--- src/rtl/ap_handshake_tracker_if.sv ---
// Handshake/record bundle for ap_handshake_tracker.
//   mon_start/mon_ready/mon_done/mon_continue : ap_ctrl_hs signals of the observed block
//   rec_valid/rec_ready                       : record stream handshake (FWFT)
//   rec_start_ts/rec_latency/rec_interval     : record payload, TS_W bits each
// slave  : the tracker (observes mon_*, produces rec_*)
// master : the environment (drives mon_* and rec_ready, consumes rec_*)
interface ap_handshake_tracker_if #(
  parameter int TS_W = 32
);
  logic            mon_start;
  logic            mon_ready;
  logic            mon_done;
  logic            mon_continue;
  logic            rec_valid;
  logic            rec_ready;
  logic [TS_W-1:0] rec_start_ts;
  logic [TS_W-1:0] rec_latency;
  logic [TS_W-1:0] rec_interval;

  modport master (
    output mon_start, mon_ready, mon_done, mon_continue, rec_ready,
    input  rec_valid, rec_start_ts, rec_latency, rec_interval
  );

  modport slave (
    input  mon_start, mon_ready, mon_done, mon_continue, rec_ready,
    output rec_valid, rec_start_ts, rec_latency, rec_interval
  );
endinterface

--- src/rtl/ap_handshake_tracker.sv ---
// ap_handshake_tracker: watches an ap_ctrl_hs block and produces one record per
// completed transaction {start stamp, start->done latency, start->start interval}.
// Ports:
//   ap_clk, ap_rst_n : clock, asynchronous active-low reset (deassertion synchronized)
//   bus              : ap_handshake_tracker_if.slave (mon_* in, rec_* stream out)
//   finish           : level end-of-test request; stops tracking and drains records
//   drop_cnt         : saturating count of lost starts/records
//   orphan_cnt       : saturating count of done events with no matching start
//   infl_ovf         : sticky, a start was lost because in-flight storage was full
//   stat_done        : tracking ended and all records drained
module ap_handshake_tracker #(
  parameter int TS_W       = 32,
  parameter int INFL_DEPTH = 4,
  parameter int OUT_DEPTH  = 8
) (
  input  logic                         ap_clk,
  input  logic                         ap_rst_n,
  ap_handshake_tracker_if.slave        bus,
  input  logic                         finish,
  output logic [15:0]                  drop_cnt,
  output logic [15:0]                  orphan_cnt,
  output logic                         infl_ovf,
  output logic                         stat_done
);

  localparam int IA  = $clog2(INFL_DEPTH);
  localparam int ICW = IA + 1;
  localparam int OA  = $clog2(OUT_DEPTH);
  localparam int OCW = OA + 1;
  localparam int RW  = 3 * TS_W;

  typedef enum logic [1:0] {RUN, DRAIN, DONE} state_t;

  state_t state, state_next;

  // Reset: assertion acts immediately, release is retimed through two flops so
  // the whole block leaves reset on a clean edge with the counter at 0.
  logic [1:0] rst_sync;
  logic       rst_n_int;

  always_ff @(posedge ap_clk or negedge ap_rst_n) begin
    if (!ap_rst_n) rst_sync <= '0;
    else           rst_sync <= {rst_sync[0], 1'b1};
  end

  assign rst_n_int = rst_sync[1];

  logic [TS_W-1:0] ts;
  logic [TS_W-1:0] prev_ts;
  logic            have_prev;
  logic [TS_W-1:0] interval;

  logic [TS_W-1:0] infl_ts_mem [INFL_DEPTH];
  logic [TS_W-1:0] infl_iv_mem [INFL_DEPTH];
  logic [IA-1:0]   infl_wr, infl_rd;
  logic [ICW-1:0]  infl_count;

  logic [RW-1:0]   out_mem [OUT_DEPTH];
  logic [OA-1:0]   out_wr, out_rd;
  logic [OCW-1:0]  out_count;

  logic run;
  logic start_ev, done_ev;
  logic infl_empty, infl_full, infl_push, infl_pop;
  logic start_drop, orphan;
  logic rec_gen, rec_full, rec_push, rec_pop, rec_drop;
  logic [RW-1:0] rec_word;

  // Next-state and run enable
  always_comb begin
    state_next = state;
    run        = 1'b0;
    unique case (state)
      RUN: begin
        run = 1'b1;
        if (finish) state_next = DRAIN;
      end
      DRAIN: begin
        // No pushes happen in DRAIN, so the FIFO is empty next cycle when it
        // is empty now or its last entry is being popped.
        if (out_count == '0 || (out_count == OCW'(1) && rec_pop)) state_next = DONE;
      end
      DONE:    state_next = DONE;
      default: state_next = RUN;
    endcase
  end

  assign start_ev   = run & bus.mon_start & bus.mon_ready;
  assign done_ev    = run & bus.mon_done & bus.mon_continue;
  assign interval   = have_prev ? ts - prev_ts : '0;

  assign infl_empty = (infl_count == '0);
  assign infl_full  = (infl_count == ICW'(INFL_DEPTH));
  assign infl_pop   = done_ev & ~infl_empty;
  // With a simultaneous done the pop frees a slot (or the start bypasses when empty).
  assign infl_push  = start_ev & (done_ev ? ~infl_empty : ~infl_full);
  assign start_drop = start_ev & ~done_ev & infl_full;
  assign orphan     = done_ev & infl_empty & ~start_ev;

  assign rec_gen    = done_ev & (~infl_empty | start_ev);
  assign rec_word   = infl_empty ? {ts, {TS_W{1'b0}}, interval}
                                 : {infl_ts_mem[infl_rd], ts - infl_ts_mem[infl_rd],
                                    infl_iv_mem[infl_rd]};

  assign bus.rec_valid = (out_count != '0);
  assign rec_pop    = bus.rec_valid & bus.rec_ready;
  assign rec_full   = (out_count == OCW'(OUT_DEPTH));
  assign rec_push   = rec_gen & (~rec_full | rec_pop);
  assign rec_drop   = rec_gen & ~rec_push;

  assign {bus.rec_start_ts, bus.rec_latency, bus.rec_interval} =
    bus.rec_valid ? out_mem[out_rd] : '0;

  assign stat_done  = (state == DONE);

  always_ff @(posedge ap_clk or negedge rst_n_int) begin
    if (!rst_n_int) begin
      state      <= RUN;
      ts         <= '0;
      prev_ts    <= '0;
      have_prev  <= 1'b0;
      infl_wr    <= '0;
      infl_rd    <= '0;
      infl_count <= '0;
      out_wr     <= '0;
      out_rd     <= '0;
      out_count  <= '0;
      drop_cnt   <= '0;
      orphan_cnt <= '0;
      infl_ovf   <= 1'b0;
    end else begin
      state <= state_next;
      ts    <= ts + TS_W'(1);

      if (start_ev) begin
        prev_ts   <= ts;
        have_prev <= 1'b1;
      end

      if (state == DRAIN) begin
        infl_wr    <= '0;
        infl_rd    <= '0;
        infl_count <= '0;
      end else begin
        if (infl_push) infl_wr <= infl_wr + IA'(1);
        if (infl_pop)  infl_rd <= infl_rd + IA'(1);
        case ({infl_push, infl_pop})
          2'b10:   infl_count <= infl_count + ICW'(1);
          2'b01:   infl_count <= infl_count - ICW'(1);
          default: infl_count <= infl_count;
        endcase
      end

      if (rec_push) out_wr <= out_wr + OA'(1);
      if (rec_pop)  out_rd <= out_rd + OA'(1);
      case ({rec_push, rec_pop})
        2'b10:   out_count <= out_count + OCW'(1);
        2'b01:   out_count <= out_count - OCW'(1);
        default: out_count <= out_count;
      endcase

      // A start drop needs no done and a record drop needs a done: never both.
      if ((start_drop | rec_drop) && drop_cnt != '1) drop_cnt <= drop_cnt + 16'd1;
      if (orphan && orphan_cnt != '1) orphan_cnt <= orphan_cnt + 16'd1;
      if (start_drop) infl_ovf <= 1'b1;
    end
  end

  // Storage arrays carry no reset; validity is tracked by the pointers/counts.
  always_ff @(posedge ap_clk) begin
    if (infl_push) begin
      infl_ts_mem[infl_wr] <= ts;
      infl_iv_mem[infl_wr] <= interval;
    end
    if (rec_push) out_mem[out_wr] <= rec_word;
  end

endmodule
--- src/flat_wrapper.sv ---
// flat-port wrapper written by rule: the top's interface ports become plain ports
module ap_handshake_tracker_flat 
#(
  parameter int TS_W       = 32,
  parameter int INFL_DEPTH = 4,
  parameter int OUT_DEPTH  = 8
)
  (ap_clk, ap_rst_n, finish, drop_cnt, orphan_cnt, infl_ovf, stat_done, bus_mon_start, bus_mon_ready, bus_mon_done, bus_mon_continue, bus_rec_ready, bus_rec_valid, bus_rec_start_ts, bus_rec_latency, bus_rec_interval);
  ap_handshake_tracker_if #(.TS_W(TS_W)) bus_i ();
  input  logic ap_clk;
  input  logic ap_rst_n;
  input  logic finish;
  output logic [15:0] drop_cnt;
  output logic [15:0] orphan_cnt;
  output logic infl_ovf;
  output logic stat_done;
  input wire logic [$bits(bus_i.mon_start)-1:0] bus_mon_start;
  input wire logic [$bits(bus_i.mon_ready)-1:0] bus_mon_ready;
  input wire logic [$bits(bus_i.mon_done)-1:0] bus_mon_done;
  input wire logic [$bits(bus_i.mon_continue)-1:0] bus_mon_continue;
  input wire logic [$bits(bus_i.rec_ready)-1:0] bus_rec_ready;
  output wire logic [$bits(bus_i.rec_valid)-1:0] bus_rec_valid;
  output wire logic [$bits(bus_i.rec_start_ts)-1:0] bus_rec_start_ts;
  output wire logic [$bits(bus_i.rec_latency)-1:0] bus_rec_latency;
  output wire logic [$bits(bus_i.rec_interval)-1:0] bus_rec_interval;
  assign bus_i.mon_start = bus_mon_start;
  assign bus_i.mon_ready = bus_mon_ready;
  assign bus_i.mon_done = bus_mon_done;
  assign bus_i.mon_continue = bus_mon_continue;
  assign bus_i.rec_ready = bus_rec_ready;
  assign bus_rec_valid = bus_i.rec_valid;
  assign bus_rec_start_ts = bus_i.rec_start_ts;
  assign bus_rec_latency = bus_i.rec_latency;
  assign bus_rec_interval = bus_i.rec_interval;
  ap_handshake_tracker #(.TS_W(TS_W), .INFL_DEPTH(INFL_DEPTH), .OUT_DEPTH(OUT_DEPTH)) u_core (.ap_clk(ap_clk), .ap_rst_n(ap_rst_n), .bus(bus_i), .finish(finish), .drop_cnt(drop_cnt), .orphan_cnt(orphan_cnt), .infl_ovf(infl_ovf), .stat_done(stat_done));
endmodule
--- config.mk ---
export PLATFORM = sky130hd
export DESIGN_NAME = ap_handshake_tracker_flat
export DESIGN_NICKNAME = d
export VERILOG_FILES = /design/src/rtl/ap_handshake_tracker_if.sv /design/src/rtl/ap_handshake_tracker.sv /design/src/flat_wrapper.sv
export SDC_FILE = /design/constraint.sdc
export NUM_CORES = 1
export LEC_CHECK = 0
export ABC_AREA = 1
export CAP_MARGIN = 20
export CELL_PAD_IN_SITES_DETAIL_PLACEMENT = 1
export CELL_PAD_IN_SITES_GLOBAL_PLACEMENT = 1
export CORE_UTILIZATION = 45
export CTS_CLUSTER_SIZE = 16
export DETAILED_ROUTE_END_ITERATION = 6
export PLACE_DENSITY_LB_ADDON = 0.08
export SLEW_MARGIN = 15
export SYNTH_ARGS = -nofsm -noshare
export SYNTH_HDL_FRONTEND = slang
export SYNTH_SLANG_ARGS = --single-unit
--- constraint.sdc ---
create_clock -name ap_clk -period 6.4 [get_ports ap_clk]
set_clock_uncertainty 0.05 [all_clocks]
set_input_delay 1.28 -clock ap_clk [delete_from_list [all_inputs] [get_ports ap_clk]]
set_output_delay 1.28 -clock ap_clk [all_outputs]
set_load 0.01 [all_outputs]
==> impl_metrics.csv <==
group,metric,value,unit
outcome,status,"complete, no violations",
worst_setup_path,crit_required,5.07,ns
clocking,cts_hold_buf,0,
grt,grt_pass1_vias,35400,
synthesis,syn_inst,4539,
worst_setup_path,r2r_cells,14,
clocking,cts_tree,"yes",
worst_setup_path,reg2reg_from,"u_core.infl_rd[0]",
clocking,clkTransAtPathRegs,0.06,ns
floorplan,dieArea,112000,um2
floorplan,ios,139,
sta,hold_viol,0,
grt,grt_pass1_wl,215,mm
clocking,cts_buffers,118,
sta,tns,0,ns
worst_setup_path,critPathKind,"flip-flop to output port",
worst_setup_path,critPathSlowestCell,"buf_4",
power_and_ir_drop,p_leak,20.6,nW
sta,fmax,180,MHz
worst_setup_path,crit_chain,"buf_12 > buf_4 > o21ai_0 > o22ai_1 > o21ai_0 > a31oi_1 > clkdlybuf4s50_1",
route,num_vias,34700,
sta,holdWs,0.140,ns
grt,grt_overflow_total,0,
grt,grt_max_degree,194,
clocking,root_buffer,"clkbuf_16",
placement,portBuffers,138,
clocking,cts_buffer_depth,3,
sta,final-setup-viol-count,0,
worst_setup_path,crit_fanout,171,
route,wl_met1,66.0,mm
synthesis,ys.flop_type,"edfxtp_1",
final_layout,diodes,0,
worst_setup_path,crit_arrival,4.21,ns
final_layout,seq_area,33700,um2
route,maxUsedRoutingLayer,"met5",
placement,dp_hpwl,86.9,mm
sta,rsz0062_at_grt,"no",
route,drc,0,
sta,post-route-min-period,5.54,ns
synthesis,synth_top_family_by_area,"simple AND/OR/NAND/NOR gates",
worst_setup_path,end_kind,"output port",
synthesis,synth-async-reset-ratio,0.104,
power_and_ir_drop,peakVddDrop,0.318,mV
floorplan,die_w,335,um
worst_setup_path,setup.worst_path.start,"u_core.out_rd[0]",
final_layout,multiInputGateArea,14400,um2
synthesis,synth_edf_count,1024,
clocking,clk_latency,0.73,ns
final_layout,final_nets,4742,
synthesis,synth-compound-area-share,0.115,
route,wl_per_cell,22.8,um
clocking,cts_setup_buffers,0,
clocking,cts_resized,0,
clocking,cts.sinks,1143,
synthesis,yosysSeqAreaShare,0.676,
synthesis,synth_fa_ha_area_frac,0.0230,
route,drt_first_pass_iters,5,
sta,drv_slew,0,
final_layout,fillers,11500,
job,cap_violations,0,
synthesis,synthesis.nets,4637,
power_and_ir_drop,design_power_total,29.3,mW
synthesis,synth_xor_area_frac,0.0133,
worst_setup_path,timing.rr.end,"u_core.out_mem[7][60]",
grt,antenna_found_initial,14,
floorplan,start_util,0.456,
sta,slew_headroom,0.182,
floorplan,die_h,335,um
floorplan,core-area,109000,um2
clocking,cts_htree_levels,3,
synthesis,yosys_warnings,0,
worst_setup_path,cpMostUsedCell,"o21ai_0",
grt,track_usage,0.253,
route,dr_wl_met3,8.26,mm
synthesis,yosysTopAreaCell,"edfxtp_1",
synthesis,netlist_area,49900,um2
synthesis,synth-simple-area-share,0.135,
route,met2_wirelength,65.3,mm
route,vias_per_cell,5.58,
placement,gp_congestion,0.868,
final_layout,drive_gt1_frac,0.0653,
synthesis,synthTopCellsByArea,"edfxtp_1 62%, o21ai_0 6.4%, nor2_1 6.3%",
sta,finalCritPeriodShare,0.866,
sta,worstMarginPinSlew,1.22,ns
route,ant_nets,0,
final_layout,syn2layout_area_growth,14.1,%
floorplan,rows,121,
hold_path,min_path_type,"flip-flop to async pin",
synthesis,synthMuxAreaShare,0,
final_layout,post-route-util,0.521,
worst_setup_path,reg2reg_slack,2.07,ns
synthesis,synth_top_area_share,0.616,
worst_setup_path,startpoint_type,"flip-flop",
route,wl,142,mm
synthesis,ys_ff_latch,1143,
synthesis,syn_avg_cell_area,11.0,um2
synthesis,synth.distinct_cells,46,
power_and_ir_drop,powerDensity,515,nW/um2
route,drt_iter0_drc,2785,
worst_setup_path,critical_path.endpoint,"bus_rec_start_ts[14]",
worst_setup_path,max_stage_delay,0.65,ns
cells by family after synthesis:
family,count (synthesis)
AND/OR/NAND/NOR,1693
AO/OA/AOI/OAI,1054
buffers and inverters,482
flip-flops,1143
XOR/XNOR,76
adder cells (fa/ha/maj),90
other,1
cells in the mapped netlist (2+ instances only):
master and count:
xnor2_1 30, o22ai_1 129, nand2_2 8, nand2_1 668, and2_1 2, or2_2 3, nor4_1 2, xor2_1 46
buf_4 2, buf_1 16, nor2_4 2, clkbuf_1 152, inv_2 4, a32o_1 29, fa_1 3, buf_2 59
o21a_1 3, edfxtp_1 1024, nand3b_1 3, o21bai_1 4, nand4_1 29, a21oi_1 116, nor3_2 2, nor3b_1 2
dfrtp_1 119, nand3_1 90, nand3_2 2, nor3_4 3, nor3_1 24, ha_1 87, inv_1 248, and3_1 3
o21ai_1 28, nor2_1 841, a21o_1 4, nor2_2 6, a31oi_1 97, o21ai_0 641
layout make-up:
cell class | instances | area share
sequential | 1143 | 0.592
multi-input combinational | 2914 | 0.253
clock buffer | 153 | 0.0568
timing repair buffer | 214 | 0.0376
tap | 1476 | 0.0324
inverter | 253 | 0.0171
clock inverter | 72 | 0.0111
critical path: cells and delay by family (launching register included):
kind	cells	cell delay [ns]
flip-flops	1	0.56
buffers and inverters	3	1.83
AO/OA/AOI/OAI	4	0.96
worst min path at each step:
stage	from	to	slack, ns	cells after the start
after floorplan	u_core.rst_sync[0]	u_core.rst_sync[1]	0.28	0
after global placement	u_core.rst_sync[1]	u_core.ts[29]	0.17	0
after detailed placement	u_core.rst_sync[1]	u_core.prev_ts[30]	0.18	0
after CTS	u_core.rst_sync[1]	u_core.prev_ts[12]	0.15	0
after global routing	u_core.rst_sync[1]	u_core.prev_ts[12]	0.16	0
final	u_core.rst_sync[1]	u_core.prev_ts[13]	0.14	0
flip-flops by register name, indices dropped and copies added, names as in the netlist, 4 cells and up:
signal / flops
u_core.out_mem: 768
u_core.infl_iv_mem: 128
u_core.infl_ts_mem: 128
u_core.prev_ts: 32
u_core.ts: 32
u_core.drop_cnt: 16
u_core.orphan_cnt: 16
u_core.out_count: 4
per-layer routing:
layer,vias to the layer above,track usage
met4,4,0.0552
met1,17500,0.368
met5,-,0
li1,16200,-
met2,829,0.405
met3,174,0.0352
cell usage in the layout, fill, tap and decap left out, types with 28 or more instances in the layout:
master / synthesis / layout
a21oi_1: 116 / 116
a31oi_1: 97 / 97
a32o_1: 29 / 29
buf_4: 2 / 59
clkbuf_16: 0 / 119
clkdlybuf4s50_1: 0 / 138
clkinv_1: 1 / 28
dfrtp_1: 119 / 115
edfxtp_1: 1024 / 1024
ha_1: 87 / 87
inv_1: 248 / 243
nand2_1: 668 / 668
nand3_1: 90 / 90
nand4_1: 29 / 29
nor2_1: 841 / 829
o21ai_0: 641 / 620
o21ai_1: 28 / 47
o22ai_1: 129 / 129
xnor2_1: 30 / 30
xor2_1: 46 / 46
report_power, final:
group	total (mW)	internal (mW)	leakage [nW]	switching, mW
clock	6.79	3.85	1.89	2.94
combinational	12.2	3.49	7.93	8.72
sequential	10.3	10.2	10.8	0.139
total	29.3	17.5	20.6	11.8
per-stage QoR:
step / setup slack, ns / instance area (um2) / cells
floorplan: -0.313 / 49900 / 4539
global placement: 1.71 / 53000 / 5996
detailed placement: 1.66 / 53100 / 5997
CTS: 0.786 / 56900 / 6222
global route: 0.647 / 57000 / 6225
finish: 0.855 / 57000 / 6225
Note: power is estimated with default switching activity, not from simulation.
